## src/rtl/dmem_arbiter_if.sv

```systemverilog
// Bus bundle between the CPU load/store path, the debug/loader port and dataMem.
// The arbiter takes the slave modport; the environment (CPU, debug, memory) takes master.
interface dmem_arbiter_if #(
    parameter int unsigned AW = 32,
    parameter int unsigned DW = 32
);
    logic          cpu_req;
    logic          cpu_we;
    logic [AW-1:0] cpu_addr;
    logic [DW-1:0] cpu_wdata;
    logic [DW-1:0] cpu_rdata;
    logic          cpu_stall;

    logic          dbg_req;
    logic          dbg_we;
    logic [AW-1:0] dbg_addr;
    logic [DW-1:0] dbg_wdata;
    logic          dbg_gnt;
    logic          dbg_rvalid;
    logic [DW-1:0] dbg_rdata;

    logic          mem_en;
    logic          mem_we;
    logic [AW-1:0] mem_addr;
    logic [DW-1:0] mem_wdata;
    logic [DW-1:0] mem_rdata;

    modport slave (
        input  cpu_req, cpu_we, cpu_addr, cpu_wdata,
        output cpu_rdata, cpu_stall,
        input  dbg_req, dbg_we, dbg_addr, dbg_wdata,
        output dbg_gnt, dbg_rvalid, dbg_rdata,
        output mem_en, mem_we, mem_addr, mem_wdata,
        input  mem_rdata
    );

    modport master (
        output cpu_req, cpu_we, cpu_addr, cpu_wdata,
        input  cpu_rdata, cpu_stall,
        output dbg_req, dbg_we, dbg_addr, dbg_wdata,
        input  dbg_gnt, dbg_rvalid, dbg_rdata,
        input  mem_en, mem_we, mem_addr, mem_wdata,
        output mem_rdata
    );
endinterface

```

## src/rtl/dmem_arbiter.sv

```systemverilog
// Data-memory port arbiter: CPU passes through combinationally, debug uses idle slots
// and steals one stalled CPU cycle after MAX_WAIT starved cycles.
module dmem_arbiter #(
    parameter int unsigned AW       = 32,
    parameter int unsigned DW       = 32,
    parameter int unsigned MAX_WAIT = 4
) (
    input logic           clk,
    input logic           rstn,
    dmem_arbiter_if.slave bus
);

    if (MAX_WAIT < 1 || MAX_WAIT > 15) begin : g_bad_max_wait
        $error("dmem_arbiter: MAX_WAIT must be in 1..15");
    end

    localparam logic [3:0] WaitMax = 4'(MAX_WAIT);

    typedef enum logic {StNormal, StHoldoff} state_e;

    state_e        state;
    logic [3:0]    wait_cnt;
    logic          dbg_rvalid_q;
    logic [DW-1:0] dbg_rdata_q;

    logic forced_ok;
    logic gnt;
    logic cpu_act;

    always_comb begin
        forced_ok = (state == StNormal) && (wait_cnt == WaitMax);
        // Gate with rstn so nothing reaches the memory while reset is held.
        gnt       = rstn & bus.dbg_req & (~bus.cpu_req | forced_ok);
        cpu_act   = rstn & bus.cpu_req;
    end

    assign bus.dbg_gnt    = gnt;
    assign bus.cpu_stall  = gnt & bus.cpu_req;
    assign bus.cpu_rdata  = bus.mem_rdata;
    assign bus.dbg_rvalid = dbg_rvalid_q;
    assign bus.dbg_rdata  = dbg_rdata_q;

    always_comb begin
        if (gnt) begin
            bus.mem_en    = 1'b1;
            bus.mem_we    = bus.dbg_we;
            bus.mem_addr  = bus.dbg_addr;
            bus.mem_wdata = bus.dbg_wdata;
        end else begin
            bus.mem_en    = cpu_act;
            bus.mem_we    = cpu_act & bus.cpu_we;
            bus.mem_addr  = bus.cpu_addr;
            bus.mem_wdata = bus.cpu_wdata;
        end
    end

    always_ff @(posedge clk or negedge rstn) begin
        if (!rstn) begin
            state        <= StNormal;
            wait_cnt     <= 4'd0;
            dbg_rvalid_q <= 1'b0;
            dbg_rdata_q  <= '0;
        end else begin
            case (state)
                // A grant while the CPU is requesting is the forced (stalling) one.
                StNormal:  state <= (gnt && bus.cpu_req) ? StHoldoff : StNormal;
                StHoldoff: state <= StNormal;
                default:   state <= StNormal;
            endcase

            if (gnt || !bus.dbg_req) begin
                wait_cnt <= 4'd0;
            end else if (wait_cnt != WaitMax) begin
                wait_cnt <= wait_cnt + 4'd1;
            end

            dbg_rvalid_q <= gnt & ~bus.dbg_we;
            if (gnt && !bus.dbg_we) begin
                dbg_rdata_q <= bus.mem_rdata;
            end
        end
    end

endmodule

```

## src/flat_wrapper.sv

```systemverilog
// flat-port wrapper written by rule: the top's interface ports become plain ports
module dmem_arbiter_flat 
#(
    parameter int unsigned AW       = 32,
    parameter int unsigned DW       = 32,
    parameter int unsigned MAX_WAIT = 4
)
  (clk, rstn, bus_cpu_req, bus_cpu_we, bus_cpu_addr, bus_cpu_wdata, bus_cpu_rdata, bus_cpu_stall, bus_dbg_req, bus_dbg_we, bus_dbg_addr, bus_dbg_wdata, bus_dbg_gnt, bus_dbg_rvalid, bus_dbg_rdata, bus_mem_en, bus_mem_we, bus_mem_addr, bus_mem_wdata, bus_mem_rdata);
  dmem_arbiter_if #(.AW(AW), .DW(DW)) bus_i ();
  input logic clk;
  input logic rstn;
  input wire logic [$bits(bus_i.cpu_req)-1:0] bus_cpu_req;
  input wire logic [$bits(bus_i.cpu_we)-1:0] bus_cpu_we;
  input wire logic [$bits(bus_i.cpu_addr)-1:0] bus_cpu_addr;
  input wire logic [$bits(bus_i.cpu_wdata)-1:0] bus_cpu_wdata;
  output wire logic [$bits(bus_i.cpu_rdata)-1:0] bus_cpu_rdata;
  output wire logic [$bits(bus_i.cpu_stall)-1:0] bus_cpu_stall;
  input wire logic [$bits(bus_i.dbg_req)-1:0] bus_dbg_req;
  input wire logic [$bits(bus_i.dbg_we)-1:0] bus_dbg_we;
  input wire logic [$bits(bus_i.dbg_addr)-1:0] bus_dbg_addr;
  input wire logic [$bits(bus_i.dbg_wdata)-1:0] bus_dbg_wdata;
  output wire logic [$bits(bus_i.dbg_gnt)-1:0] bus_dbg_gnt;
  output wire logic [$bits(bus_i.dbg_rvalid)-1:0] bus_dbg_rvalid;
  output wire logic [$bits(bus_i.dbg_rdata)-1:0] bus_dbg_rdata;
  output wire logic [$bits(bus_i.mem_en)-1:0] bus_mem_en;
  output wire logic [$bits(bus_i.mem_we)-1:0] bus_mem_we;
  output wire logic [$bits(bus_i.mem_addr)-1:0] bus_mem_addr;
  output wire logic [$bits(bus_i.mem_wdata)-1:0] bus_mem_wdata;
  input wire logic [$bits(bus_i.mem_rdata)-1:0] bus_mem_rdata;
  assign bus_i.cpu_req = bus_cpu_req;
  assign bus_i.cpu_we = bus_cpu_we;
  assign bus_i.cpu_addr = bus_cpu_addr;
  assign bus_i.cpu_wdata = bus_cpu_wdata;
  assign bus_cpu_rdata = bus_i.cpu_rdata;
  assign bus_cpu_stall = bus_i.cpu_stall;
  assign bus_i.dbg_req = bus_dbg_req;
  assign bus_i.dbg_we = bus_dbg_we;
  assign bus_i.dbg_addr = bus_dbg_addr;
  assign bus_i.dbg_wdata = bus_dbg_wdata;
  assign bus_dbg_gnt = bus_i.dbg_gnt;
  assign bus_dbg_rvalid = bus_i.dbg_rvalid;
  assign bus_dbg_rdata = bus_i.dbg_rdata;
  assign bus_mem_en = bus_i.mem_en;
  assign bus_mem_we = bus_i.mem_we;
  assign bus_mem_addr = bus_i.mem_addr;
  assign bus_mem_wdata = bus_i.mem_wdata;
  assign bus_i.mem_rdata = bus_mem_rdata;
  dmem_arbiter #(.AW(AW), .DW(DW), .MAX_WAIT(MAX_WAIT)) u_core (.clk(clk), .rstn(rstn), .bus(bus_i));
endmodule
```

## config.mk

```make
export PLATFORM = sky130hd
export DESIGN_NAME = dmem_arbiter_flat
export DESIGN_NICKNAME = d
export VERILOG_FILES = /design/src/rtl/dmem_arbiter_if.sv /design/src/rtl/dmem_arbiter.sv /design/src/flat_wrapper.sv
export SDC_FILE = /design/constraint.sdc
export NUM_CORES = 1
export LEC_CHECK = 0
export CAP_MARGIN = 15
export CORE_AREA = 2 2 115 117
export CTS_BUF_LIST = sky130_fd_sc_hd__clkbuf_8 sky130_fd_sc_hd__clkbuf_16
export CTS_CLUSTER_DIAMETER = 50
export CTS_CLUSTER_SIZE = 14
export DETAILED_ROUTE_END_ITERATION = 10
export DIE_AREA = 0 0 117 119
export PLACE_DENSITY = 0.75
export REMOVE_ABC_BUFFERS = 1
export SLEW_MARGIN = 0
export SYNTH_ARGS = -nofsm -noshare
export SYNTH_HDL_FRONTEND = slang
export SYNTH_SLANG_ARGS = --single-unit
```

## constraint.sdc

```tcl
create_clock -name clk -period 3.5 [get_ports clk]
set_input_delay 0.525 -clock clk [delete_from_list [all_inputs] [get_ports clk]]
set_output_delay 0.525 -clock clk [all_outputs]
set_load 0.02 [all_outputs]
```

==> impl_table.tex, run 1 <==
\begin{tabular}{lr}
\hline
Metric & Value \\
\hline
\multicolumn{2}{l}{\textbf{Worst setup path}} \\
Required time at the worst-slack endpoint & around 3.0 ns \\
Startpoint type of the worst setup path & input pin \\
Kind of cell adding the most delay to the critical path & buffers and inverters \\
Cell repeated most along the worst path & clkdlybuf4s50\_1 \\
Largest stage delay on the critical path & $\sim$0.56 ns \\
Top fanout value on the critical path & 67 \\
Critical R2R Capture & u\_core.bus.dbg\_rdata[6] \\
Reg-to-reg setup timing slack & roughly 1.4 ns \\
Crit Path Class & input pin to output port \\
Critical register-to-register path startpoint & u\_core.wait\_cnt[0] \\
CP Buf/Inv Count & 3 \\
Depth of the worst register-to-register path & 6 \\
Critical path capture point type & output port \\
Cell-by-cell listing of the critical path & clkdlybuf4s50\_1 -> nand2\_1 -> a21oi\_4 -> buf\_12 -> mux2\_2 -> clkdlybuf4s50\_1 \\
Data arrival, critical path & 2.76 ns \\
Worst-path cell with the longest stage delay & clkdlybuf4s50\_1 \\
\multicolumn{2}{l}{\textbf{Power}} \\
Switching power share of the total & 0.313 \\
Switching Power & approximately 0.64 mW \\
PD cells & 361 nW/um\^{}2 \\
Total internal power & 1.40 mW \\
Leakage power of the design & 2.17 nW \\
Share of power burned in registers & 0.291 \\
Combinational fraction of design power & 0.491 \\
Worst ir drop on vdd & 0.000203 V \\
Clock network power share & 0.218 \\
\multicolumn{2}{l}{\textbf{Synth}} \\
Flops \& latches, synth & 38 \\
Synthesized area per cell & 12.5 um\^{}2 \\
Cell area after technology mapping & roughly 2600 um\^{}2 \\
Yosys synthesis warning count & 0 \\
Proportion of register bits with asynchronous set or reset after synthesis & 1.00 \\
Most instantiated library cell after synthesis & mux2\_2 \\
Number of synthesized flops with an enable pin & 0 \\
Most common flop cell mapped by yosys & dfrtp\_1 \\
Portion of synthesized cell area occupied by the leading cell type & 0.410 \\
Distinct cell type count after synthesis & 24 \\
Cells after Synth & 207 \\
Commonest cells post-synth & mux2\_2 (94), dfrtp\_1 (38), buf\_4 (36) \\
Most area-hungry cell type in the Yosys netlist & mux2\_2 \\
Synth top area cells & mux2\_2 (41\%), dfrtp\_1 (37\%), buf\_4 (10\%) \\
Share of the yosys chip area belonging to registers & 0.369 \\
\multicolumn{2}{l}{\textbf{Timing}} \\
Highest attainable clock frequency & 0.304 GHz \\
Minimum hold slack & 0.333 ns \\
Slew at the pin closest to its max-slew limit & 0.504 ns \\
RSZ-0062 raised after global routing & no \\
Final count of pins violating max slew & 0 \\
Count of endpoints failing hold in the final timing report & 0 \\
Worst slew margin relative to its limit & 0.664 \\
Post-layout minimum cycle time & between 3 and 4 ns \\
Final critical-path share of the clock period & 0.939 \\
Worst clock skew & between 0.0015 and 0.002 ns \\
Final setup viols & 0 \\
\multicolumn{2}{l}{\textbf{CTS}} \\
Total of hold buffers inserted after clock tree synthesis & 0 \\
Reg clk slew, reported paths & 0.05 ns \\
Number of setup buffers added after CTS & 0 \\
Number of buffers between clock root and the deepest sink & 2 \\
CTS H-tree lvls & 2 \\
Clock Latency Late Sink & around 0.27 ns \\
TritonCTS buffer count & 5 \\
Clk Tree Root Cell & clkbuf\_16 \\
TritonCTS clock tree & built \\
Clk sinks & 38 \\
Number of gates resized after CTS & 0 \\
\multicolumn{2}{l}{\textbf{Floorplanning}} \\
Standard-cell row count & 42 \\
Vert. Die Dim & 119 um \\
Area of the die & approximately 14000 um\^{}2 \\
Number of top-level pins & 299 \\
Core outline area & 12900 um\^{}2 \\
Die X-Extent & 117 um \\
Initial standard-cell utilization of the core & 0.200 \\
\multicolumn{2}{l}{\textbf{Finish}} \\
Number of nets in the final layout & 641 \\
Post-layout util & 0.439 \\
Ratio of cells with drive above 1 in the final layout & 0.238 \\
Number of antenna cells inserted & 0 \\
Area growth from synthesis to final layout & 119\% \\
\multicolumn{2}{l}{\textbf{Route}} \\
Length of the first detailed-routing pass in iterations & 4 \\
Iteration-0 DRC Markers & 53 \\
Total via count after detailed routing & $\sim$2600 \\
Post-route DRC & 0 \\
Average vias per placed instance & 4.01 \\
Remaining antenna violation count & 0 \\
Total Routed Length & roughly 10000 um \\
Per-cell routed wire length & 16.1 um \\
\multicolumn{2}{l}{\textbf{Run}} \\
Number of max-capacitance violations reported & 0 \\
\multicolumn{2}{l}{\textbf{Global route}} \\
Grt ovf & 0 \\
Pin count of the biggest net entering global routing & slightly below 70 \\
Via count of the first global-routing pass & 2749 \\
Tot GR Track Use & 0.143 \\
Global-route wire length before repair & around 15000 um \\
Number of antenna violations at the first check in global routing & 0 \\
\multicolumn{2}{l}{\textbf{Placed design}} \\
IO Port Bufs & 298 \\
Final HPWL from detailed placement & 9170 um \\
Final weighted congestion in routability-driven placement & 0.854 \\
\multicolumn{2}{l}{\textbf{Hold path}} \\
Class of the tightest hold or removal check & input pin to asynchronous set/reset pin \\
\multicolumn{2}{l}{\textbf{Run status}} \\
Status & finished, final reports clean \\
\hline
\end{tabular}
==> cell usage in the layout, fill, tap and decap left out, types with 3 or more instances in the layout <==
cell               n
clkdlybuf4s50_1  294
mux2_2            94
clkbuf_16          5
buf_4              6
dfrtp_1           38
inv_1              3
nand3_1            3
nor2_1             5
==> power groups by stage <==
stage | combinational, mW | sequential (mW) | clock, mW
after floorplan | 0.280 | 0.713 | 0
after global placement | 0.999 | 0.596 | 0
after detailed placement | 1.01 | 0.602 | 0
after CTS | 1.02 | 0.595 | 0.465
after global routing | 1.06 | 0.608 | 0.488
final | 1.00 | 0.593 | 0.445
==> registers in the layout, summed over array words and instances (netlist names) <==
signal                 count
u_core.bus.dbg_rdata      32
u_core.state               1
u_core.wait_cnt            4
u_core.bus.dbg_rvalid      1
==> area by class of cell <==
cell class	instances	area (um^2)
Clock inverter	2	12.5
Multi-Input combinational cell	123	1300
Inverter	3	11.3
Clock buffer	6	139
Timing Repair Buffer	302	3010
Tap cell	176	220
Fill cell	1237	7230
Sequential cell	38	951
==> kinds of logic after synthesis <==
group                    Yosys count  synth area share
buffers and inverters             46             0.129
XOR/XNOR                           2           0.00679
adder cells (fa/ha/maj)            2           0.00970
AO/OA/AOI/OAI                      7            0.0233
multiplexers                      98             0.427
flip-flops                        38             0.369
AND/OR/NAND/NOR                   14            0.0354
==> metrics by stage <==
stage / power [mW] / TNS (ns) / setup WS (ns) / area [um^2] / instances
3_3_place_gp: 1.60 / 0 / 0.240 / 5500 / 642
4_1_cts: 2.08 / 0 / 0.194 / 5650 / 650
5_1_grt: 2.15 / 0 / 0.109 / 5650 / 650
2_1_floorplan: 0.993 / -22.64 / -0.350 / 2260 / 164
6_report: 2.04 / 0 / 0.212 / 5650 / 650
3_5_place_dp: 1.62 / 0 / 0.203 / 5500 / 642
==> routing by layer <==
layer | routed length (um) | up-vias | share of wire | track usage
met5 | 0 | - | 0 | 0
met1 | 3760 | 1183 | 0.36 | 0.151
li1 | - | 1233 | - | -
met3 | 1150 | 9 | 0.11 | 0.0448
met4 | 144 | 0 | 0.014 | 0.0346
met2 | 5430 | 180 | 0.52 | 0.271
==> how the worst max path moves through the flow <==
stage / start / end / slack, ns / depth (start not counted)
2_1_floorplan: u_core.wait_cnt[0] / bus_mem_addr[0] / -0.35 / 5
3_3_place_gp: bus_dbg_req / bus_mem_addr[30] / 0.24 / 6
3_5_place_dp: bus_dbg_req / bus_mem_addr[30] / 0.20 / 6
4_1_cts: bus_dbg_req / bus_mem_addr[30] / 0.19 / 6
5_1_grt: u_core.wait_cnt[0] / bus_mem_addr[24] / 0.11 / 7
6_report: bus_dbg_req / bus_mem_addr[24] / 0.21 / 6
Power figures use the tool's default switching activity.
==> run 2: changes to the inputs <==
--- a/config.mk
+++ b/config.mk
@@ -6,13 +6,15 @@
 export NUM_CORES = 1
 export LEC_CHECK = 0
 export CAP_MARGIN = 15
-export CORE_AREA = 2 2 115 117
+export CELL_PAD_IN_SITES_DETAIL_PLACEMENT = 0
+export CELL_PAD_IN_SITES_GLOBAL_PLACEMENT = 1
+export CORE_MARGIN = 2
+export CORE_UTILIZATION = 20
 export CTS_BUF_LIST = sky130_fd_sc_hd__clkbuf_8 sky130_fd_sc_hd__clkbuf_16
 export CTS_CLUSTER_DIAMETER = 50
 export CTS_CLUSTER_SIZE = 14
 export DETAILED_ROUTE_END_ITERATION = 10
-export DIE_AREA = 0 0 117 119
-export PLACE_DENSITY = 0.75
+export PLACE_DENSITY = 0.95
 export REMOVE_ABC_BUFFERS = 1
 export SLEW_MARGIN = 0
 export SYNTH_ARGS = -nofsm -noshare
==> impl_table.tex, run 2 (synthesis gave the netlist of run 1 again) <==
\begin{tabular}{lr}
\hline
Metric & Value \\
\hline
\multicolumn{2}{l}{\textbf{Run status}} \\
Status & finished, final reports clean \\
\multicolumn{2}{l}{\textbf{CTS}} \\
Number of buffers between clock root and the deepest sink & 2 \\
CTS H-tree lvls & 2 \\
TritonCTS buffer count & 5 \\
Number of gates resized after CTS & 0 \\
Number of setup buffers added after CTS & 0 \\
Clock Latency Late Sink & 0.27 ns \\
Total of hold buffers inserted after clock tree synthesis & 0 \\
Clk sinks & 38 \\
Clk Tree Root Cell & clkbuf\_16 \\
TritonCTS clock tree & built \\
Reg clk slew, reported paths & 0.05 ns \\
\multicolumn{2}{l}{\textbf{Placed design}} \\
Worst setup timing slack at the placement stage & 0.184 ns \\
Final weighted congestion in routability-driven placement & about 0.94 \\
Final HPWL from detailed placement & 9830 um \\
Post-placement cell count & approximately 640 \\
IO Port Bufs & 298 \\
\multicolumn{2}{l}{\textbf{Timing}} \\
Slew at the pin closest to its max-slew limit & 0.520 ns \\
RSZ-0062 raised after global routing & no \\
Count of endpoints failing hold in the final timing report & 0 \\
Worst path setup slack after routing & 0.161 ns \\
Final setup viols & 0 \\
Final count of pins violating max slew & 0 \\
Post-route setup TNS & 0 ns \\
Worst slew margin relative to its limit & 0.653 \\
Worst clock skew & 0.00321 ns \\
Final critical-path share of the clock period & 0.954 \\
Highest attainable clock frequency & roughly 0.3 GHz \\
Post-layout minimum cycle time & 3.34 ns \\
\multicolumn{2}{l}{\textbf{Worst setup path}} \\
Worst-path cell with the longest stage delay & clkdlybuf4s50\_1 \\
Critical R2R Capture & u\_core.bus.dbg\_rdata[22] \\
Launching element of the worst setup path & bus\_dbg\_req \\
Largest stage delay on the critical path & 0.57 ns \\
Crit Path Class & input pin to output port \\
Critical path capture point type & output port \\
Reg-to-reg setup timing slack & 1.39 ns \\
Cell-by-cell listing of the critical path & clkdlybuf4s50\_1 -> nand2\_1 -> a21oi\_4 -> buf\_4 -> mux2\_2 -> clkdlybuf4s50\_1 \\
Top fanout value on the critical path & 20 \\
Critical register-to-register path startpoint & u\_core.wait\_cnt[0] \\
Cell repeated most along the worst path & clkdlybuf4s50\_1 \\
Startpoint type of the worst setup path & input pin \\
Required time at the worst-slack endpoint & 2.97 ns \\
Data arrival, critical path & 2.81 ns \\
Depth of the worst register-to-register path & 6 \\
\multicolumn{2}{l}{\textbf{Finish}} \\
Number of nets in the final layout & 642 \\
Ratio of cells with drive above 1 in the final layout & 0.234 \\
Flip-flop count of the largest register after layout & 32 \\
Number of antenna cells inserted & 0 \\
Leading cell type in the layout, fill and taps excluded & clkdlybuf4s50\_1 \\
Post-layout util & 0.447 \\
Final cell count without fillers & between 600 and 700 \\
Most frequent cells in the layout & clkdlybuf4s50\_1 (296), mux2\_2 (94), dfrtp\_1 (38) \\
Area growth from synthesis to final layout & 119\% \\
\multicolumn{2}{l}{\textbf{Floorplanning}} \\
Initial standard-cell utilization of the core & 0.204 \\
Die X-Extent & 118 um \\
Core outline area & $\sim$13000 um\^{}2 \\
Vert. Die Dim & between 100 and 150 um \\
Number of top-level pins & about 300 \\
Area of the die & 13800 um\^{}2 \\
Standard-cell row count & 41 \\
\multicolumn{2}{l}{\textbf{Route}} \\
Total Routed Length & 11100 um \\
Total via count after detailed routing & 2640 \\
Per-cell routed wire length & about 17 um \\
Iteration-0 DRC Markers & 41 \\
Length of the first detailed-routing pass in iterations & 2 \\
Average vias per placed instance & 4.09 \\
Post-route DRC & 0 \\
Remaining antenna violation count & 0 \\
\multicolumn{2}{l}{\textbf{Power}} \\
Tot Pwr & about 2 mW \\
Worst ir drop on vdd & 0.000209 V \\
Leakage power of the design & 2.17 nW \\
PD cells & about 360 nW/um\^{}2 \\
\multicolumn{2}{l}{\textbf{Run}} \\
Number of max-capacitance violations reported & 0 \\
\multicolumn{2}{l}{\textbf{Global route}} \\
Global-route wire length before repair & around 17000 um \\
Number of antenna violations at the first check in global routing & 0 \\
Pin count of the biggest net entering global routing & 43 \\
Tot GR Track Use & 0.154 \\
Grt ovf & 0 \\
Via count of the first global-routing pass & 2890 \\
\multicolumn{2}{l}{\textbf{Hold path}} \\
Class of the tightest hold or removal check & input pin to asynchronous set/reset pin \\
\hline
\end{tabular}
[run 2: per-stage QoR]
stage / instance area (um^2) / hold WS (ns)
after floorplan: 2260 / 0.229
after global placement: 5510 / 0.471
after detailed placement: 5510 / 0.494
after CTS: 5640 / 0.357
after global routing: 5640 / 0.395
final: 5640 / 0.347
[run 2: worst max path at each step]
stage                                  end  slack [ns]  cells past startpoint
after floorplan            bus_mem_addr[0]       -0.35                      5
after global placement    bus_mem_addr[31]        0.23                      6
after detailed placement  bus_mem_addr[16]        0.18                      6
after CTS                 bus_mem_addr[16]        0.17                      6
after global routing      bus_mem_wdata[8]        0.06                      6
final                     bus_mem_addr[16]        0.16                      6
[run 2: layer usage]
metal	wire length (um)	vias to the layer above	part of all wire	GRT usage
met5	0	-	0	0
met4	243	0	0.022	0.0467
met3	1250	15	0.11	0.0669
met2	5880	171	0.53	0.298
met1	3740	1218	0.34	0.145
li1	-	1236	-	-
[run 2: report_power, final]
part | total [mW] | switching, mW | internal, mW
sequential | 0.594 | 0.0551 | 0.539
combinational | 1.01 | 0.425 | 0.583
clock | 0.414 | 0.158 | 0.257
total | 2.02 | 0.638 | 1.38
[run 2: area by class of cell]
cell class | instances | area, um^2
sequential | 38 | 951
tap | 172 | 215
clock buffer | 5 | 125
multi-input combinational | 123 | 1300
clock inverter | 2 | 10.0
inverter | 3 | 11.3
timing repair buffer | 303 | 3030
fill | 1215 | 6980
[run 2: worst max-delay path: cells and delay by family]
kind            cells  cell delay (ns)
compound gates      1             0.29
buf+inv             3             1.44
mux                 1             0.37
simple gates        1             0.18
==> run 3: changes to the inputs <==
--- a/config.mk
+++ b/config.mk
@@ -14,9 +14,10 @@
 export CTS_CLUSTER_DIAMETER = 50
 export CTS_CLUSTER_SIZE = 14
 export DETAILED_ROUTE_END_ITERATION = 10
+export GPL_TIMING_DRIVEN = 0
 export PLACE_DENSITY = 0.95
 export REMOVE_ABC_BUFFERS = 1
-export SLEW_MARGIN = 0
+export SLEW_MARGIN = 20
 export SYNTH_ARGS = -nofsm -noshare
 export SYNTH_HDL_FRONTEND = slang
 export SYNTH_SLANG_ARGS = --single-unit
==> impl_table.tex, run 3 (synthesis gave the netlist of run 1 again) <==
\begin{tabular}{lr}
\hline
Metric & Value \\
\hline
\multicolumn{2}{l}{\textbf{Run status}} \\
Status & finished, final reports clean \\
\multicolumn{2}{l}{\textbf{Power}} \\
Worst ir drop on vdd & 0.000198 V \\
PD cells & 354 nW/um\^{}2 \\
Leakage power of the design & 2.20 nW \\
\multicolumn{2}{l}{\textbf{Finish}} \\
Area growth from synthesis to final layout & 121\% \\
Number of nets in the final layout & 643 \\
Non-Filler Cell Area, Final & 5710 um\^{}2 \\
Flip-flop count of the largest register after layout & 32 \\
Ratio of cells with drive above 1 in the final layout & 0.234 \\
Post-layout util & 0.452 \\
Leading cell type in the layout, fill and taps excluded & clkdlybuf4s50\_1 \\
Final cell count without fillers & 647 \\
Number of antenna cells inserted & 0 \\
Most frequent cells in the layout & clkdlybuf4s50\_1 (296), mux2\_2 (94), dfrtp\_1 (38), nor2\_1 (5), clkbuf\_16 (5) \\
\multicolumn{2}{l}{\textbf{Worst setup path}} \\
Critical path capture point type & output port \\
Data arrival, critical path & 2.86 ns \\
Top fanout value on the critical path & 27 \\
CP Buf/Inv Count & 4 \\
Crit Path Class & input pin to output port \\
Required time at the worst-slack endpoint & around 3 ns \\
Largest stage delay on the critical path & slightly below 0.6 ns \\
Kind of cell adding the most delay to the critical path & buffers and inverters \\
Worst-path cell with the longest stage delay & clkdlybuf4s50\_1 \\
Startpoint type of the worst setup path & input pin \\
Cell-by-cell listing of the critical path & clkdlybuf4s50\_1 -> nand2\_1 -> a21oi\_4 -> buf\_16 -> buf\_16 -> mux2\_2 -> clkdlybuf4s50\_1 \\
\multicolumn{2}{l}{\textbf{CTS}} \\
Number of buffers between clock root and the deepest sink & 2 \\
TritonCTS buffer count & 5 \\
Clk sinks & 38 \\
CTS H-tree lvls & 2 \\
Clock Latency Late Sink & 0.27 ns \\
Reg clk slew, reported paths & 0.05 ns \\
Clk Tree Root Cell & clkbuf\_16 \\
Total of hold buffers inserted after clock tree synthesis & 0 \\
TritonCTS clock tree & built \\
\multicolumn{2}{l}{\textbf{Run}} \\
Number of max-capacitance violations reported & 0 \\
\multicolumn{2}{l}{\textbf{Timing}} \\
Final setup viols & 0 \\
Final count of pins violating max slew & 0 \\
Worst path setup slack after routing & between 0.1 and 0.15 ns \\
Worst slew margin relative to its limit & 0.689 \\
Slew at the pin closest to its max-slew limit & 0.466 ns \\
Count of endpoints failing hold in the final timing report & 0 \\
Final critical-path share of the clock period & 0.966 \\
Post-route setup TNS & 0 ns \\
Post-layout minimum cycle time & 3.38 ns \\
Worst clock skew & 0.00313 ns \\
RSZ-0062 raised after global routing & no \\
Highest attainable clock frequency & 0.296 GHz \\
\multicolumn{2}{l}{\textbf{Hold path}} \\
Class of the tightest hold or removal check & input pin to asynchronous set/reset pin \\
\multicolumn{2}{l}{\textbf{Floorplanning}} \\
Vert. Die Dim & 118 um \\
Area of the die & 13800 um\^{}2 \\
Standard-cell row count & 41 \\
Number of top-level pins & between 200 and 300 \\
Die X-Extent & 118 um \\
Core outline area & 12600 um\^{}2 \\
Initial standard-cell utilization of the core & 0.204 \\
\multicolumn{2}{l}{\textbf{Global route}} \\
Grt ovf & 0 \\
Number of antenna violations at the first check in global routing & 0 \\
Global-route wire length before repair & 15900 um \\
Pin count of the biggest net entering global routing & 28 \\
Via count of the first global-routing pass & 2717 \\
Tot GR Track Use & 0.148 \\
\multicolumn{2}{l}{\textbf{Route}} \\
Per-cell routed wire length & roughly 17 um \\
Total Routed Length & about 11000 um \\
Total via count after detailed routing & 2609 \\
Iteration-0 DRC Markers & 31 \\
Post-route DRC & 0 \\
Remaining antenna violation count & 0 \\
Average vias per placed instance & 4.03 \\
Length of the first detailed-routing pass in iterations & 4 \\
\multicolumn{2}{l}{\textbf{Placed design}} \\
Area after DPL & 5560 um\^{}2 \\
Final weighted congestion in routability-driven placement & 0.846 \\
Worst setup timing slack at the placement stage & -0.350 ns \\
IO Port Bufs & 298 \\
Final HPWL from detailed placement & 9520 um \\
Post-placement cell count & 639 \\
\hline
\end{tabular}
==> run 3: cell types whose count changed in the layout (fill, tap and decap cells not counted), sizes merged <==
cell,change
dlymetal6s2s,+1
==> run 3: power by group <==
group          switching, mW  internal, mW
Combinational          0.421         0.588
Clock                  0.159         0.257
Sequential            0.0550         0.539
Total                  0.634          1.38
==> run 3: timing repair <==
action                                 4_1_cts  5_1_grt
resized for setup                            0        1
setup endpoints to repair                   48        1
setup buffers                                1        0
endpoints found under the hold margin        0        0
cloned                                       0        0
==> run 3: final cells by class <==
cell class / count / area, um^2
clock buffer: 5 / 125
tap: 172 / 215
inverter: 3 / 11.3
timing repair buffer: 304 / 3090
multi-input combinational: 123 / 1300
sequential: 38 / 951
clock inverter: 2 / 10.0
fill: 1174 / 6910
==> run 3: worst register-to-register path, cell delays in order (launching register included) <==
cell and delay (ns):
dfrtp_1 0.42, inv_1 0.08, ha_1 0.25, nand4bb_4 0.20, a211oi_4 0.28, buf_6 0.23, buf_6 0.23, mux2_2 0.37
==> run 3: layer usage <==
layer / wire length [um] / vias to the layer above / GRT usage / share of wire
met1: 3620 / 1188 / 0.143 / 0.34
met5: 0 / - / 0 / 0
met3: 1280 / 10 / 0.0693 / 0.12
met4: 135 / 0 / 0.0346 / 0.013
met2: 5640 / 175 / 0.284 / 0.53
li1: - / 1236 / - / -
==> run 3: stage by stage <==
step                hold WS [ns]  power [mW]
finish                     0.198        2.02
global route               0.223        2.12
CTS                        0.204        2.05
detailed placement         0.481        1.62
global placement           0.470        1.59
floorplan                  0.229       0.993
==> run 3: final timing paths <==
kind	startpoint	to	slack (ns)	depth (start not counted)
hold / removal	rstn	u_core.bus.dbg_rdata[12]	0.20	1
setup reg to reg	u_core.wait_cnt[0]	u_core.bus.dbg_rdata[25]	1.33	7
setup / recovery	bus_dbg_req	bus_mem_addr[18]	0.12	7
max in group asynchronous	rstn	u_core.bus.dbg_rdata[25]	2.83	2
min in group clk	u_core.bus.dbg_rdata[4]	u_core.bus.dbg_rdata[4]	0.49	1
hold reg to reg	u_core.bus.dbg_rdata[4]	u_core.bus.dbg_rdata[4]	0.49	1
